File: config.mk
export PLATFORM = sky130hd
export DESIGN_NAME = fetch_unit
export DESIGN_NICKNAME = d
export VERILOG_FILES = /design/src/rtl/fetch_unit.sv
export SDC_FILE = /design/constraint.sdc
export NUM_CORES = 1
export LEC_CHECK = 0
export BUFFER_PORTS_ARGS = -buffer_cell sky130_fd_sc_hd__buf_2
export CORE_MARGIN = 1.5
export CORE_UTILIZATION = 30
export CTS_BUF_LIST = sky130_fd_sc_hd__clkbuf_8
export DETAILED_ROUTE_END_ITERATION = 7
export PLACE_DENSITY = 0.57
export RECOVER_POWER = 50
export REMOVE_ABC_BUFFERS = 1
export SLEW_MARGIN = 10
export SYNTH_ARGS = -nofsm -noshare
export SYNTH_HDL_FRONTEND = slang
export SYNTH_SLANG_ARGS = --single-unit
File: constraint.sdc
create_clock -name clk -period 3.3 [get_ports clk]
set_input_delay 0.495 -clock clk [delete_from_list [all_inputs] [get_ports clk]]
set_output_delay 0.495 -clock clk [all_outputs]
set_load 0.1 [all_outputs]
File: src/rtl/fetch_unit.sv
// Instruction fetch stage: PC, single-outstanding ibus requests, and a small {pc,instr} buffer toward decode.
// Optional FETCH_BUF2_EN selects a 2-entry buffer (1 instr/cycle); otherwise a single head slot.

package fetch_unit_pkg;
    typedef struct packed {
        logic [63:0] pc;
        logic [31:0] instr;
    } fetch_entry_t;
endpackage

module fetch_unit
    import fetch_unit_pkg::*;
#(
    parameter logic [63:0] PC_RESET = 64'h0000_0000_8000_0000
) (
    input  logic        clk,
    input  logic        reset,
    output logic        ireq_valid,
    output logic [63:0] ireq_addr,
    input  logic        iresp_addr_ok,
    input  logic        iresp_data_ok,
    input  logic [31:0] iresp_data,
    input  logic        redirect_valid,
    input  logic [63:0] redirect_pc,
    output logic        dec_valid,
    input  logic        dec_ready,
    output logic [31:0] dec_raw_instr,
    output logic [63:0] dec_pc
);

`ifdef FETCH_BUF2_EN
    localparam int unsigned DEPTH = 2;
`else
    localparam int unsigned DEPTH = 1;
`endif
    localparam int unsigned OCC_W = 2;

    typedef enum logic [1:0] {
        ST_REQ  = 2'd0,
        ST_WAIT = 2'd1,
        ST_HOLD = 2'd2
    } state_t;

    state_t       state_q, state_d;
    logic [63:0]  pc_q, pc_d;
    logic         drop_q, drop_d;
    logic         ireq_valid_d;
    logic         head_valid_d;
    fetch_entry_t head_d;
    fetch_entry_t new_entry;
    logic [OCC_W-1:0] occ_q, occ_after;
    logic         req_active, accept, resp, push, pop, free_after;

`ifdef FETCH_BUF2_EN
    logic         tail_valid_q, tail_valid_d;
    fetch_entry_t tail_q, tail_d;
    assign occ_q = OCC_W'(dec_valid) + OCC_W'(tail_valid_q);
`else
    assign occ_q = OCC_W'(dec_valid);
`endif

    assign ireq_addr  = pc_q;
    assign new_entry  = {pc_q, iresp_data};
    // The request is only live once ireq_valid is actually presented on the bus.
    assign req_active = (state_q == ST_REQ) && ireq_valid;
    assign accept     = req_active && iresp_addr_ok;
    assign resp       = ((state_q == ST_WAIT) || accept) && iresp_data_ok;
    assign push       = resp && !drop_q && !redirect_valid;
    assign pop        = dec_valid && dec_ready && !redirect_valid;
    assign occ_after  = occ_q + OCC_W'(push) - OCC_W'(pop);
    assign free_after = occ_after < OCC_W'(DEPTH);

    // Next-state, PC and drop tracking; redirect overrides everything.
    always_comb begin
        state_d = state_q;
        pc_d    = pc_q;
        drop_d  = drop_q;
        if (redirect_valid) begin
            pc_d = redirect_pc & ~64'd3;
            unique case (state_q)
                ST_REQ: begin
                    if (accept && !iresp_data_ok) begin
                        drop_d  = 1'b1;
                        state_d = ST_WAIT;
                    end else begin
                        state_d = ST_REQ;
                    end
                end
                ST_WAIT: begin
                    if (iresp_data_ok) begin
                        drop_d  = 1'b0;
                        state_d = ST_REQ;
                    end else begin
                        drop_d = 1'b1;
                    end
                end
                default: state_d = ST_REQ;
            endcase
        end else begin
            unique case (state_q)
                ST_REQ: begin
                    if (accept) begin
                        if (iresp_data_ok) begin
                            pc_d    = pc_q + 64'd4;
                            state_d = free_after ? ST_REQ : ST_HOLD;
                        end else begin
                            state_d = ST_WAIT;
                        end
                    end
                end
                ST_WAIT: begin
                    if (iresp_data_ok) begin
                        if (drop_q) begin
                            drop_d  = 1'b0;
                            state_d = ST_REQ;
                        end else begin
                            pc_d    = pc_q + 64'd4;
                            state_d = free_after ? ST_REQ : ST_HOLD;
                        end
                    end
                end
                default: begin
                    if (pop) state_d = ST_REQ;
                end
            endcase
        end
        ireq_valid_d = (state_d == ST_REQ);
    end

    // Buffer update: head feeds decode directly, tail (if present) refills it in order.
    always_comb begin
        head_valid_d = dec_valid;
        head_d       = {dec_pc, dec_raw_instr};
`ifdef FETCH_BUF2_EN
        tail_valid_d = tail_valid_q;
        tail_d       = tail_q;
`endif
        if (redirect_valid) begin
            head_valid_d = 1'b0;
`ifdef FETCH_BUF2_EN
            tail_valid_d = 1'b0;
`endif
        end else begin
            if (pop) begin
`ifdef FETCH_BUF2_EN
                if (tail_valid_q) begin
                    head_d       = tail_q;
                    tail_valid_d = 1'b0;
                end else begin
                    head_valid_d = 1'b0;
                end
`else
                head_valid_d = 1'b0;
`endif
            end
            if (push) begin
                if (!head_valid_d) begin
                    head_valid_d = 1'b1;
                    head_d       = new_entry;
                end
`ifdef FETCH_BUF2_EN
                else begin
                    tail_valid_d = 1'b1;
                    tail_d       = new_entry;
                end
`endif
            end
        end
    end

    always_ff @(posedge clk or negedge reset) begin
        if (!reset) begin
            state_q       <= ST_REQ;
            pc_q          <= PC_RESET;
            drop_q        <= 1'b0;
            ireq_valid    <= 1'b0;
            dec_valid     <= 1'b0;
            dec_pc        <= '0;
            dec_raw_instr <= '0;
`ifdef FETCH_BUF2_EN
            tail_valid_q  <= 1'b0;
            tail_q        <= '0;
`endif
        end else begin
            state_q       <= state_d;
            pc_q          <= pc_d;
            drop_q        <= drop_d;
            ireq_valid    <= ireq_valid_d;
            dec_valid     <= head_valid_d;
            dec_pc        <= head_d.pc;
            dec_raw_instr <= head_d.instr;
`ifdef FETCH_BUF2_EN
            tail_valid_q  <= tail_valid_d;
            tail_q        <= tail_d;
`endif
        end
    end

endmodule

==> summary.md <==
| Metric | Value |
|---|---|
| Outcome | `complete, but fails checks` |
| Failing checks | `max-capacitance violations, max-slew violations` |
| Critical Path Fanout Max | `13` |
| Clock Skew | `0.0135 ns` |
| Cell Count, Final, Fillers Out | `1255` |
| Reg clk slew, reported paths | `0.10 ns` |
| DRC | `0` |
| RSZ-0062 raised after global routing | `false` |
| Initial antenna violation count | `0` |
| Post-synth top area share | `0.540` |
| Most numerous cell in the Yosys netlist | `dfrtp_1` |
| Worst EP required | `3.67 ns` |
| Max Cap Violations | `1` |
| Resized Gates After CTS | `0` |
| WP buf/inv | `0` |
| Mux cell area share after synthesis | `0.147` |
| Max-slew violations | `74` |
| Synth area leaders | `dfrtp_1, mux2_1, mux2_2` |
| Top cells by count, synth | `dfrtp_1, nand2_1, mux2_1, mux2_2, nor2_1` |
| CP Launch Type | `register` |
| Slew at the pin with the worst max-slew slack | `roughly 1.9 ns` |
| Clock buffer count from CTS | `17` |
| Placed cells | `~1200` |
| Final period util | `0.773` |
| Post-route ant nets | `0` |
| Setup CP Type | `reg -> reg` |
| Die ar. | `0.0257 mm²` |
| Max_slew headroom | `-0.283` |
| Setup TNS | `0 ns` |
| Initial Util | `0.305` |
| Post-Syn Area per Cell | `between 10 and 15 µm²` |
| GPL Wtd Cong | `about 0.77` |
| Final hold violations | `0` |
| Die height | `160 µm` |
| DRT iter0 DRCs | `approximately 210` |
| Placed Area | `slightly above 0.009 mm²` |
| Clock net sink count | `roughly 160` |
| Clock latency on the worst-skew pair | `0.46 ns` |
| Post-synthesis compound-gate area fraction | `0.0805` |
| Post-Syn Area | `0.00742 mm²` |
| Crit path cell chain | `nand3_1 > or4_4 > or3_4 > or4_1 > a31oi_1` |
| Clock buffer depth | `2` |
| Final setup viols | `0` |
| Synth Instances | `657` |
| Post-CTS Setup Bufs | `0` |
| Via density | `4.82` |
| Port bufs | `between 200 and 300` |
| WL final | `~21 mm` |
| CP Data Arrival Time | `2.92 ns` |
| Post-synth top flop | `dfrtp_1` |
| Root Buffer | `clkbuf_8` |
| Gr ovfl total | `0` |
| Synth Area in Adders | `0.00506` |
| Width of the die | `~160 µm` |
| Seq/Total Area, Yosys | `0.543` |
| Largest family of logic cells by synthesized area | `simple AND/OR/NAND/NOR gates` |
| Post-synth top area cell | `dfrtp_1` |
| Vias in the first global route | `approximately 6100` |
| Post-synthesis simple-gate area fraction | `0.154` |
| Wire per inst | `16.6 µm` |
| # IOs | `264` |
| Max Fclk | `between 300 and 400 MHz` |
| CP max stage delay | `approximately 0.59 ns` |
| Detailed-route via count | `between 6000 and 7000` |
| Core outline area | `0.0243 mm²` |
| WHS | `0.213 ns` |
| Gr usage total | `0.165` |
| Tmin final | `2.55 ns` |
| First-pass GRT wire length | `~33 mm` |
| Fin nets | `1022` |
| Endpoint class of the critical path | `register` |
| Synth warnings | `0` |
| CTS tree | `done` |
| Largest net degree at the start of global routing | `75` |
| CP max stage cell | `or4_4` |
| Async S/R FF share, synth | `1.00` |
| Share of layout cells above drive strength 1 | `0.299` |
| Post-synth EDFFs | `0` |
| Hold Crit Class | `in -> reg` |
| Drt first pass iters | `4` |
| Yosys cell types | `53` |
| Fin area | `0.00941 mm²` |
| Crit path max-delay family | `simple AND/OR/NAND/NOR gates` |
| DPL Wire Length | `15.1 mm` |
| Number of placement rows | `57` |
| Area growth syn-to-layout | `26.9%` |
| Post-CTS Hold Buffers | `0` |
| H-Tree Depth | `4` |
| FF+latch count, synth | `161` |
| XOR/XNOR share of the synthesized area | `0.0413` |
-- registers in the layout, indices dropped and copies added, names as in the netlist --
register / count
state_q: 2
ireq_valid: 1
drop_q: 1
dec_pc: 62
ireq_addr: 62
dec_raw_instr: 32
dec_valid: 1
-- metrics by stage --
stage,setup slack [ns],util
global placement,0.763,0.376
global route,0.595,0.387
floorplan,-3.03,-
detailed placement,0.717,0.376
CTS,0.739,0.392
finish,0.750,0.387
-- layout by cell type, fill, tap and decap left out, drive strengths merged, types with 3 or more instances in the layout --
cell type / n
dfrtp: 160
and3: 12
buf: 202
clkbuf: 92
and4: 5
nor2: 32
o41ai: 3
conb: 4
ha: 3
or2: 3
or4: 13
o31ai: 12
mux2: 96
inv: 17
o21ai: 44
nor3: 9
a31oi: 23
xnor2: 8
clkinv: 4
xor2: 27
nand2b: 3
nand2: 62
nand4: 26
or3: 10
nor4: 5
nand3: 27
-- area by class of cell --
type	instances	area (µm²)
Fill cell	2488	14900
Inverter	9	33.8
Clock buffer	17	234
Clock inverter	15	149
Tap cell	324	405
Antenna cell	1	2.50
Timing Repair Buffer	277	1350
Sequential cell	161	4030
Multi-Input combinational cell	451	3200
-- metal layers --
layer / GRT usage / up-vias / part of all wire
met5: 0 / - / 0
met4: 0.0395 / 0 / 0.0089
met3: 0.0501 / 12 / 0.075
met2: 0.266 / 202 / 0.46
met1: 0.217 / 2923 / 0.45
li1: - / 2906 / -
-- final timing paths --
| kind | slack, ns | endpoint | start | depth (start not counted) |
|---|---|---|---|---|
| worst max-delay path | 0.75 | ireq_addr[63]$_DFFE_PN0P_ | ireq_addr[31]$_DFFE_PN1P_ | 5 |
| worst min-delay path | 0.21 | dec_valid$_DFF_PN0_ | dec_ready | 2 |
| worst max register to register | 0.75 | ireq_addr[63]$_DFFE_PN0P_ | ireq_addr[31]$_DFFE_PN1P_ | 5 |
| worst min register to register | 0.50 | dec_raw_instr[18]$_DFFE_PN0P_ | dec_raw_instr[18]$_DFFE_PN0P_ | 1 |
| max in group asynchronous | 1.14 | dec_raw_instr[0]$_DFFE_PN0P_ | reset | 2 |
| min in group asynchronous | 0.53 | dec_pc[3]$_DFFE_PN0P_ | reset | 1 |
-- kinds of logic after synthesis --
| logic type | after synthesis |
|---|---|
| flip-flops | 161 |
| XOR/XNOR | 35 |
| adder cells (fa/ha/maj) | 3 |
| AO/OA/AOI/OAI | 96 |
| AND/OR/NAND/NOR | 216 |
| buffers and inverters | 48 |
| other | 1 |
| multiplexers | 97 |
Power is left out: the tool's default activity adds up to more than one toggle a clock period on the data nets, which glitch-free logic cannot reach.
